[src/rtl/serial_cmd_host.sv]
// serial_cmd_host: host-side initiator for the byte-serial memory command protocol.
// Serializes write/read/complete requests to a byte transmitter and collects the target's reply bytes.
module serial_cmd_host #(
  parameter int unsigned ADDR_WIDTH     = 24,
  parameter int unsigned DATA_WIDTH     = 16,
  parameter int unsigned TIMEOUT_CYCLES = 1000000
) (
  input  logic                  clk,
  input  logic                  rst_n,
  input  logic                  req_valid,
  input  logic [1:0]            req_op,
  input  logic [ADDR_WIDTH-1:0] req_addr,
  input  logic [DATA_WIDTH-1:0] req_data,
  output logic                  req_rdy,
  output logic                  rsp_valid,
  output logic [DATA_WIDTH-1:0] rsp_data,
  output logic                  rsp_err,
  output logic                  busy,
  output logic [7:0]            serial_data_out,
  output logic                  serial_out_en,
  input  logic                  serial_out_rdy,
  input  logic [7:0]            serial_data_in,
  input  logic                  serial_in_cplt,
  input  logic                  serial_in_error
);

  localparam int unsigned TMO_W    = $clog2(TIMEOUT_CYCLES + 1);
  localparam int unsigned IDX_W    = 3;
  localparam logic [7:0]  ACK_BYTE = 8'h45;

  typedef enum logic [2:0] {
    S_IDLE, S_SEND, S_GAP, S_RX_ACK, S_RX_LO, S_RX_HI
  } state_t;

  typedef enum logic [1:0] {
    OP_WRITE   = 2'd0,
    OP_READ    = 2'd1,
    OP_CPLT    = 2'd2,
    OP_ILLEGAL = 2'd3
  } op_t;

  state_t                state_q, state_d;
  op_t                   op_q, op_d;
  logic [ADDR_WIDTH-1:0] addr_q, addr_d;
  logic [DATA_WIDTH-1:0] data_q, data_d;
  logic [IDX_W-1:0]      idx_q, idx_d;
  logic [TMO_W-1:0]      tmo_q, tmo_d;
  logic                  rsp_valid_d, rsp_err_d, serial_out_en_d;
  logic [DATA_WIDTH-1:0] rsp_data_d;
  logic [7:0]            serial_data_out_d;

  logic [7:0]            cur_byte;
  logic [IDX_W-1:0]      n_bytes;
  logic                  tmo_hit;

  assign req_rdy = (state_q == S_IDLE);
  assign busy    = (state_q != S_IDLE);
  assign tmo_hit = (tmo_q == TMO_W'(TIMEOUT_CYCLES - 1));

  // Protocol byte for the current position of the latched request
  always_comb begin
    cur_byte = 8'h02;
    n_bytes  = IDX_W'(1);
    case (op_q)
      OP_WRITE: begin
        n_bytes = IDX_W'(6);
        case (idx_q)
          3'd0:    cur_byte = 8'h00;
          3'd1:    cur_byte = addr_q[7:0];
          3'd2:    cur_byte = addr_q[15:8];
          3'd3:    cur_byte = addr_q[23:16];
          3'd4:    cur_byte = data_q[7:0];
          default: cur_byte = data_q[15:8];
        endcase
      end
      OP_READ: begin
        n_bytes = IDX_W'(4);
        case (idx_q)
          3'd0:    cur_byte = 8'h01;
          3'd1:    cur_byte = addr_q[7:0];
          3'd2:    cur_byte = addr_q[15:8];
          default: cur_byte = addr_q[23:16];
        endcase
      end
      default: begin
        cur_byte = 8'h02;
        n_bytes  = IDX_W'(1);
      end
    endcase
  end

  // Next-state and next-output decode
  always_comb begin
    state_d           = state_q;
    op_d              = op_q;
    addr_d            = addr_q;
    data_d            = data_q;
    idx_d             = idx_q;
    tmo_d             = tmo_q;
    rsp_valid_d       = 1'b0;
    rsp_err_d         = rsp_err;
    rsp_data_d        = rsp_data;
    serial_data_out_d = serial_data_out;
    serial_out_en_d   = 1'b0;

    case (state_q)
      S_IDLE: begin
        if (req_valid) begin
          op_d   = op_t'(req_op);
          addr_d = req_addr;
          data_d = req_data;
          idx_d  = '0;
          if (op_t'(req_op) == OP_ILLEGAL) begin
            rsp_valid_d = 1'b1;
            rsp_err_d   = 1'b1;
          end else begin
            state_d = S_SEND;
          end
        end
      end

      S_SEND: begin
        if (serial_out_rdy) begin
          serial_data_out_d = cur_byte;
          serial_out_en_d   = 1'b1;
          idx_d             = idx_q + IDX_W'(1);
          state_d           = S_GAP;
        end
      end

      S_GAP: begin
        if (idx_q != n_bytes) begin
          state_d = S_SEND;
        end else begin
          tmo_d = '0;
          case (op_q)
            OP_WRITE: state_d = S_RX_ACK;
            OP_READ:  state_d = S_RX_LO;
            default: begin
              state_d     = S_IDLE;
              rsp_valid_d = 1'b1;
              rsp_err_d   = 1'b0;
            end
          endcase
        end
      end

      S_RX_ACK, S_RX_LO, S_RX_HI: begin
        tmo_d = tmo_q + TMO_W'(1);
        // Receiver error wins over a coincident byte
        if (serial_in_error) begin
          state_d     = S_IDLE;
          rsp_valid_d = 1'b1;
          rsp_err_d   = 1'b1;
        end else if (serial_in_cplt) begin
          tmo_d = '0;
          case (state_q)
            S_RX_ACK: begin
              state_d     = S_IDLE;
              rsp_valid_d = 1'b1;
              rsp_err_d   = (serial_data_in != ACK_BYTE);
            end
            S_RX_LO: begin
              rsp_data_d[7:0] = serial_data_in;
              state_d         = S_RX_HI;
            end
            default: begin
              rsp_data_d[15:8] = serial_data_in;
              state_d          = S_IDLE;
              rsp_valid_d      = 1'b1;
              rsp_err_d        = 1'b0;
            end
          endcase
        end else if (tmo_hit) begin
          state_d     = S_IDLE;
          rsp_valid_d = 1'b1;
          rsp_err_d   = 1'b1;
        end
      end

      default: state_d = S_IDLE;
    endcase
  end

  // State and output registers
  always_ff @(posedge clk or negedge rst_n) begin
    if (!rst_n) begin
      state_q         <= S_IDLE;
      op_q            <= OP_WRITE;
      addr_q          <= '0;
      data_q          <= '0;
      idx_q           <= '0;
      tmo_q           <= '0;
      rsp_valid       <= 1'b0;
      rsp_err         <= 1'b0;
      rsp_data        <= '0;
      serial_data_out <= 8'h00;
      serial_out_en   <= 1'b0;
    end else begin
      state_q         <= state_d;
      op_q            <= op_d;
      addr_q          <= addr_d;
      data_q          <= data_d;
      idx_q           <= idx_d;
      tmo_q           <= tmo_d;
      rsp_valid       <= rsp_valid_d;
      rsp_err         <= rsp_err_d;
      rsp_data        <= rsp_data_d;
      serial_data_out <= serial_data_out_d;
      serial_out_en   <= serial_out_en_d;
    end
  end

endmodule

[config.mk]
export PLATFORM = sky130hd
export DESIGN_NAME = serial_cmd_host
export DESIGN_NICKNAME = d
export VERILOG_FILES = /design/src/rtl/serial_cmd_host.sv
export SDC_FILE = /design/constraint.sdc
export NUM_CORES = 1
export LEC_CHECK = 0
export CAP_MARGIN = 5
export CORE_MARGIN = 4
export CORE_UTILIZATION = 47
export DETAILED_ROUTE_END_ITERATION = 8
export PLACE_DENSITY = 0.75
export SLEW_MARGIN = 5
export SYNTH_ARGS = -nofsm -noshare
export SYNTH_HDL_FRONTEND = slang
export SYNTH_SLANG_ARGS = --single-unit
export TNS_END_PERCENT = 30
[constraint.sdc]
create_clock -name clk -period 2.05 [get_ports clk]
set_clock_uncertainty 0.1 [all_clocks]
set_input_delay 0.41 -clock clk [delete_from_list [all_inputs] [get_ports clk]]
set_output_delay 0.41 -clock clk [all_outputs]
set_load 0.01 [all_outputs]
Word level (Yosys, flattened, before mapping)

Index checks and enable logic that the tools add are counted.

Flip-flop bits (word level): 95
Output and inout bits: 29

Muxes and demuxes: 41
Bitwise logic cells: 2
Reductions and logical operators: 18
Equal/unequal tests: 22
Add/subtract/negate cells: 2

Operator list:

| operator                                            | count |
|---|---|
| 2-to-1 mux 20 bit                                   | 3 |
| case mux 20 bit (2 select lines)                    | 1 |
| case mux 8 bit (5 select lines)                     | 1 |
| 2-to-1 mux 3 bit                                    | 10 |
| case mux 8 bit (3 select lines)                     | 1 |
| adder 20 x 1 -> 20 bit, second input constant       | 1 |
| equality test 20 bit, second input constant         | 1 |
| case mux 3 bit (2 select lines)                     | 3 |
| 2-to-1 mux 1 bit                                    | 17 |
| case mux 8 bit (2 select lines)                     | 1 |
| equality test 3 x 2 -> 1 bit, second input constant | 4 |
| case mux 3 bit (4 select lines)                     | 1 |
| AND reduction 4 bit                                 | 3 |
| != test 2 bit, second input constant                | 5 |
| equality test 3 bit, second input constant          | 3 |
| != test 4 bit, second input constant                | 2 |
| != test 8 x 7 -> 1 bit, second input constant       | 1 |
| AND reduction 7 bit                                 | 1 |
| equality test 3 x 1 -> 1 bit, second input constant | 2 |
| zero test 3 bit                                     | 2 |
| case mux 1 bit (3 select lines)                     | 2 |
| AND reduction 2 bit                                 | 3 |
| nonzero test 3 bit                                  | 2 |
| nonzero test 2 bit                                  | 2 |
| 11 further kinds                                    | 13 |

Longest topological paths before layout

Gate-level depths: netlist of the first run.

Depth after elaboration: 5
Mapped depth: 9
Gate-level depth less buffers: 7

Worst setup path before layout of the first run

Ideal clock, no wire load.

Path kind: reg2reg
From: register idx_q[0]
To: register serial_data_out[1]
Period minus slack after synthesis: 1946 ps
Arrival time: 1782 ps
Library setup time: 65 ps
Required time: 1885 ps
Setup slack: 104 ps
Stages on the path, launching flop included: 9
Path through: dfrtp_1 -> inv_1 -> ha_1 -> buf_2 -> o21bai_1 -> nor3b_2 -> a221oi_1 -> o221ai_1 -> o21a_1

Longest elaborated chain between the ends: 3
Elaborated cells on any way between the ends: 8

Ends and longest elaborated chain:

| element                                                                                   | RTL line | RTL |
|---|---|---|
| start, declared                                                                           | 46       | `logic [IDX_W-1:0] idx_q, idx_d;` |
| start signal, assigned                                                                    | 204      | `idx_q <= idx_d;` |
| equality test 3 bit (tied with other cells)                                               | 67       | `case (idx_q)` |
| case mux 8 bit (5 select lines) / case mux 8 bit (3 select lines) (equally long branches) | 67, 78   |  |
| case mux 8 bit (2 select lines) (*)                                                       | 64       | `case (op_q)` |
| end signal, assigned                                                                      | 209      | `serial_data_out <= serial_data_out_d;` |
| end, declared                                                                             | 19       | `output logic [7:0] serial_data_out,` |

Every way passes the cells marked *; elsewhere a longest branch is shown, timed or not.
A chain may end at the register's enable or synchronous reset.

Final worst setup path of the first run

From: register state_q[2]
To: output port req_rdy

Longest elaborated chain between the ends: 1

Ends and longest elaborated chain:

| element                | RTL line | RTL |
|---|---|---|
| start, declared        | 42       | `state_t state_q, state_d;` |
| start signal, assigned | 200      | `state_q <= state_d;` |
| zero test 3 bit        | 56       | `assign req_rdy = (state_q == S_IDLE);` |
| end, declared          | 14       | `output logic req_rdy,` |

Every way passes these cells.

==> impl_metrics.py, run 1 <==
metrics = {
    "clock_network": {
        "cts_buffer_depth": 2,
        "h-tree-depth": 3,
        "clk_latency_ps": 370,
        "clockRootBuffer": "clkbuf_8",
        "cts.sinks": 95,
        "cts_tree": "built",
        "cts.reportedPaths.clkPinSlew_ps": 100,
        "cts_made_buffers": 9,
    },
    "global_routing": {
        "grt_pass1_vias": 3849,
        "grt_overflow": 0,
        "antenna_found_initial": 0,
        "grt_max_degree": 46,
        "grt_pass1_wl_um": 19000,
        "grt_util_all_layers_pct": 21.0,
    },
    "final_layout": {
        "final_cell_mix": "95 x dfrtp_1, 81 x clkdlybuf4s50_1, 58 x mux2_2",
        "drive_gt1_share_pct": 23.2,
        "layout_commonest_cell": "dfrtp_1",
        "syn_to_final_growth_pct": 31.2,
        "fill_cells": 778,
        "num_antenna_cells": 0,
        "final_nets": 566,
    },
    "setup_path": {
        "r2r-start": "idx_q[1]",
        "crit_type": "reg2out",
        "end_kind": "primary output",
        "worstPathRequired_ps": 1540,
        "setup.worst_path.start": "state_q[2]",
        "arrival_ps": 1460,
        "crit_fanout": 2,
        "setup.worst_path.start_class": "register",
        "reg2reg_depth": 7,
    },
    "synth": {
        "synth_cells": 400,
        "synth_edf_count": 0,
        "yosysWarnings": 0,
        "syn_area_per_cell_um2": 11.5,
        "synth_area_leaders": "dfrtp_1 52%, mux2_2 14%, o21ai_0 3.8%",
        "ys_seq_area_share_pct": 51.7,
        "yosysTopAreaCell": "dfrtp_1",
        "synthArstFlopShare_pct": 100,
        "synth_top_area_share_pct": 51.7,
        "synth.cell_area_um2": 4590,
        "synthDistinctLibCells": 52,
        "ys_ff_latch": 95,
        "synth_nets": 462,
        "ys.flop_type": "dfrtp_1",
    },
    "floorplanning": {
        "placementRows": 35,
        "pin_count": 85,
        "fp.dieW_um": 107,
        "start_util_pct": 49.0,
        "core_um2": 9370,
        "die_y_um": 107,
        "die_area_um2": 11400,
    },
    "detailed_routing": {
        "wl_um": 11600,
        "vias": 3657,
        "detail-route-antenna-nets": 0,
        "drt_iter0_drc": 185,
        "avgRoutedWirePerCell_um": 18.1,
        "via_per_inst": 5.73,
        "firstDrtPassIters": 5,
        "drc": 0,
    },
    "place": {
        "place_congestion": 0.831,
        "place_hpwl_um": 8480,
        "portBuffers": 84,
    },
    "sta": {
        "grt_setup_unrepaired": "true",
        "final.setup.tns_ps": 0,
        "timing.fmax_mhz": 507,
        "holdWs_ps": 354,
        "tightest_slew_ps": 428,
        "slew_violations": 0,
        "setup_viol": 0,
        "finalCriticalPeriod_ps": 1970,
        "timing.final.crit_share_pct": 96.3,
        "hold_violations": 0,
        "relSlewSlack_pct": 71.2,
    },
    "job": {
        "maxCapViolations": 0,
    },
    "worst_hold_path": {
        "hp-class": "in2async",
    },
    "power_and_ir_drop": {
        "leakagePower_nw": 2.55,
        "vdd_drop_max_v": 0.000671,
        "powerDensity_nw_per_um2": 1240,
    },
    "run_status": {
        "status": "finished clean",
    },
}
[power breakdown]
group / leakage, nW / total (mW) / internal (mW) / switching [mW]
registers: 1.21 / 2.91 / 2.49 / 0.422
logic: 1.23 / 3.11 / 1.69 / 1.42
clock network: 0.113 / 1.42 / 0.727 / 0.690
[metrics by stage]
stage	instances	total power [mW]	util, %	setup slack (ps)	cell area (µm²)
2_1_floorplan	400	4.77	-	104	4590
3_3_place_gp	619	5.83	61.3	1.88	5750
3_5_place_dp	619	5.98	61.3	-26.7	5750
4_1_cts	636	7.39	63.9	30.4	5990
5_1_grt	638	7.89	64.3	-10.2	6030
6_report	638	7.45	64.3	76.2	6030
[final cells by class]
cell class | count | area, µm² | area share (%)
flip-flops and latches | 95 | 2380 | 39.5
inverters | 6 | 22.5 | 0.374
clock buffers | 10 | 138 | 2.28
well taps | 129 | 161 | 2.68
repair buffers | 119 | 1190 | 19.8
clock inverters | 6 | 90.1 | 1.50
multi-input cells | 273 | 2040 | 33.9
[synth_stat cells (4+ instances only)]
| master | count |
|---|---|
| a22o_1 | 11 |
| and2_1 | 4 |
| clkbuf_1 | 9 |
| dfrtp_1 | 95 |
| a31oi_1 | 5 |
| a22oi_1 | 8 |
| buf_2 | 11 |
| o21ai_0 | 35 |
| ha_1 | 6 |
| nand2_1 | 22 |
| nor2_1 | 14 |
| a21boi_0 | 6 |
| nand2b_1 | 4 |
| a21oi_1 | 14 |
| o31ai_1 | 7 |
| o22ai_1 | 7 |
| inv_1 | 5 |
| mux2_2 | 58 |
| a221o_1 | 6 |
| nand4_1 | 11 |
| nand3_1 | 12 |
[critical path: stages, from the launching register on]
cell,delay (ps)
dfrtp_1,390
or3_4,400
inv_2,80
clkdlybuf4s15_1,240
[sequential cells by signal (all words and copies together) (netlist names)]
register         count
state_q              3
serial_data_out      8
data_q              16
serial_out_en        1
op_q                 2
addr_q              24
rsp_data            16
tmo_q               20
rsp_valid            1
idx_q                3
rsp_err              1
[layer usage]
layer  vias to the layer above  track usage [%]  part of all wire (%)
li1                       1722                -                     -
met1                      1828             27.3                    43
met2                        93             35.7                    51
met3                        14             3.49                   3.8
met4                         0             6.67                   1.7
met5                         -                0                     0
[kinds of logic (layout without fill, tap and decap cells)]
kind of cell               count (synthesis)  count (layout)  synth area share [%]
AOI/OAI and AO/OA                        116             116                  16.9
xor gates and xnor gates                   2               2                 0.381
DFF                                       95              95                  51.7
adders and majority gates                  6               6                  1.63
buffers and inverters                     32             141                  4.25
muxes                                     58              58                  14.2
and+or+nand+nor                           91              91                  10.9
[worst paths after layout]
check / endpoint / slack [ps]
worst max-delay path: req_rdy / 80
worst max register to register: serial_data_out[2] / 120
min in group clk: tmo_q[17] / 410
worst min register to register: tmo_q[17] / 410
worst min-delay path: data_q[6] / 350
max in group asynchronous: rsp_data[0] / 950
[timing repair]
item	CTS	global route
setup endpoints to repair	7	10
endpoints found under the hold margin	15	0
resized for setup	3	6
pin swaps	0	2
buffers inserted	0	2
hold buffers	1	0
Power figures use the tool's default switching activity.
==> run 2: changes to the inputs <==
--- a/config.mk
+++ b/config.mk
@@ -7,9 +7,9 @@
 export LEC_CHECK = 0
 export CAP_MARGIN = 5
 export CORE_MARGIN = 4
-export CORE_UTILIZATION = 47
+export CORE_UTILIZATION = 45
 export DETAILED_ROUTE_END_ITERATION = 8
-export PLACE_DENSITY = 0.75
+export PLACE_DENSITY_LB_ADDON = 0.12
 export SLEW_MARGIN = 5
 export SYNTH_ARGS = -nofsm -noshare
 export SYNTH_HDL_FRONTEND = slang
==> run 2 against run 1 <==
Effect of this change:
- the run now ends with negative hold slack left
- clock-buffer cell count fell by 1
- highest routed layer unchanged
- wire length decreased by 6.8%
- largest power group is now registers
- global-route usage decreased by 2.0 points
- combinational power down 6.4%
- critical path type unchanged
- critical endpoint unchanged
- setup slack worse by 19 ps
- cell area decreased by 2.5%
- critical path depth unchanged
- register-to-register slack about the same
- non-clock buffer count decreased by 7
- final cell count is 0.63% lower
- total power down 5.8%
==> impl_metrics.py, run 2 (synthesized netlist as in run 1, its figures left out) <==
metrics = {
    "clock_network": {
        "cts.sinks": 95,
        "cts_tree": "built",
        "clockRootBuffer": "clkbuf_8",
        "post_cts_buffers": 0,
        "ctsHoldBuffers": 0,
        "h-tree-depth": 3,
        "clk_latency_ps": 350,
        "cts_made_buffers": 9,
        "cts_buffer_depth": 2,
        "cts.reportedPaths.clkPinSlew_ps": 90,
    },
    "sta": {
        "setup_slack_ps": 56.9,
        "relSlewSlack_pct": 66.6,
        "finalCriticalPeriod_ps": 1990,
        "slew_violations": 0,
        "tightest_slew_ps": 501,
        "timing.final.crit_share_pct": 97.2,
        "timing.fmax_mhz": 502,
        "setup_viol": 0,
        "holdWs_ps": -11.1,
        "hold_violations": 25,
        "grt_setup_unrepaired": "false",
    },
    "global_routing": {
        "grt_max_degree": 96,
        "antenna_found_initial": 0,
        "grt_pass1_wl_um": 17600,
        "grt_overflow": 0,
        "grt_util_all_layers_pct": 19.0,
        "grt_pass1_vias": 3569,
    },
    "power_and_ir_drop": {
        "powerDensity_nw_per_um2": 1190,
        "vdd_drop_max_v": 0.000644,
        "switching_share_pct": 35.1,
        "intPower_mw": 4.55,
        "p_seq_share_pct": 42.6,
        "pwr-share-comb_pct": 41.5,
        "switching_power_mw": 2.46,
        "leakagePower_nw": 2.48,
        "pwr-share-clk_pct": 15.9,
        "p_total_mw": 7.01,
    },
    "run_status": {
        "violations": "negative hold slack",
        "status": "finished, violations left",
    },
    "final_layout": {
        "post-route-util_pct": 59.6,
        "regMostFlops": "addr_q",
        "layout_commonest_cell": "dfrtp_1",
        "syn_to_final_growth_pct": 27.9,
        "largest_reg_flops": 24,
        "fin_area_um2": 5880,
        "final_cell_mix": "95 x dfrtp_1, 81 x clkdlybuf4s50_1, 58 x mux2_2",
        "final_nets": 559,
        "num_antenna_cells": 0,
        "drive_gt1_share_pct": 22.0,
        "top_regs": "addr_q x24, tmo_q x20",
    },
    "detailed_routing": {
        "drc": 0,
        "avgRoutedWirePerCell_um": 17.0,
        "drt_iter0_drc": 197,
        "via_per_inst": 5.57,
        "vias": 3530,
        "wl_um": 10800,
        "firstDrtPassIters": 4,
        "detail-route-antenna-nets": 0,
    },
    "setup_path": {
        "slowest_stage": "or3_4",
        "crit_type": "reg2out",
        "r2r_slack_ps": 110,
        "crit_fanout": 2,
        "crit_family": "simple AND/OR/NAND/NOR gates",
        "arrival_ps": 1480,
        "max_stage_delay_ps": 410,
        "end_kind": "primary output",
        "worstPathRequired_ps": 1540,
        "path_buf_inv": 2,
        "setup.worst_path.start_class": "register",
        "crit_chain": "or3_4 -> inv_2 -> clkdlybuf4s15_1",
    },
    "place": {
        "dpl_cell_area_um2": 5700,
        "place_congestion": 0.833,
        "place_hpwl_um": 7760,
        "dp_slack_ps": -27.3,
        "portBuffers": 84,
    },
    "worst_hold_path": {
        "hp-class": "in2async",
    },
    "floorplanning": {
        "fp.dieW_um": 109,
        "placementRows": 36,
        "die_area_um2": 11900,
        "core_um2": 9860,
        "pin_count": 85,
        "start_util_pct": 46.6,
        "die_y_um": 109,
    },
    "job": {
        "maxCapViolations": 0,
    },
}
-- run 2: what timing repair did --
action	in CTS	in global routing
hold endpoints to repair	0	0
setup endpoints to repair	2	9
gates resized for setup	2	5
-- run 2: power groups by stage --
stage | Clock, mW | Sequential [mW] | Combinational, mW
after CTS | 1.16 | 2.98 | 2.91
final | 1.11 | 2.99 | 2.91
after floorplan | 0 | 2.87 | 1.90
after detailed placement | 0 | 3.01 | 2.91
after global routing | 1.23 | 3.07 | 3.21
after global placement | 0 | 2.99 | 2.85
-- run 2: final timing paths --
| check | endpoint | start | cells after the start |
|---|---|---|---|
| worst min-delay path | data_q[4] | rst_n | 2 |
| worst max-delay path | req_rdy | state_q[2] | 3 |
| max in group asynchronous | addr_q[11] | rst_n | 2 |
| worst max register to register | serial_data_out[4] | idx_q[0] | 6 |
| worst min register to register | tmo_q[19] | tmo_q[19] | 1 |
| min in group clk | tmo_q[19] | tmo_q[19] | 1 |
-- run 2: metrics by stage --
stage / cells / setup TNS (ps)
global route: 634 / 0
finish: 634 / 0
floorplan: 400 / 0
global placement: 619 / -26.2
CTS: 634 / 0
detailed placement: 619 / -142
-- run 2: layout make-up --
class,count,area [µm²]
clock inverters,6,43.8
clock buffers,9,124
multi-input cells,273,2030
well taps,133,166
flip-flops and latches,95,2380
repair buffers,112,1110
inverters,6,22.5
fillers,835,3990
-- run 2: worst reg2reg max path, stage by stage, from the launching register on --
cell and delay [ps]:
dfrtp_1 430, ha_1 210, ha_2 240, a221o_1 360, a21oi_1 170, o22ai_1 110, a22o_1 210
-- run 2: routing by layer --
layer  GRT usage (%)  vias to the layer above  wire length [µm]
li1                -                     1694                 -
met1            27.6                     1745              5220
met2            28.7                       83              4930
met3            4.09                        8               517
met4            5.23                        0               118
met5               0                        -                 0
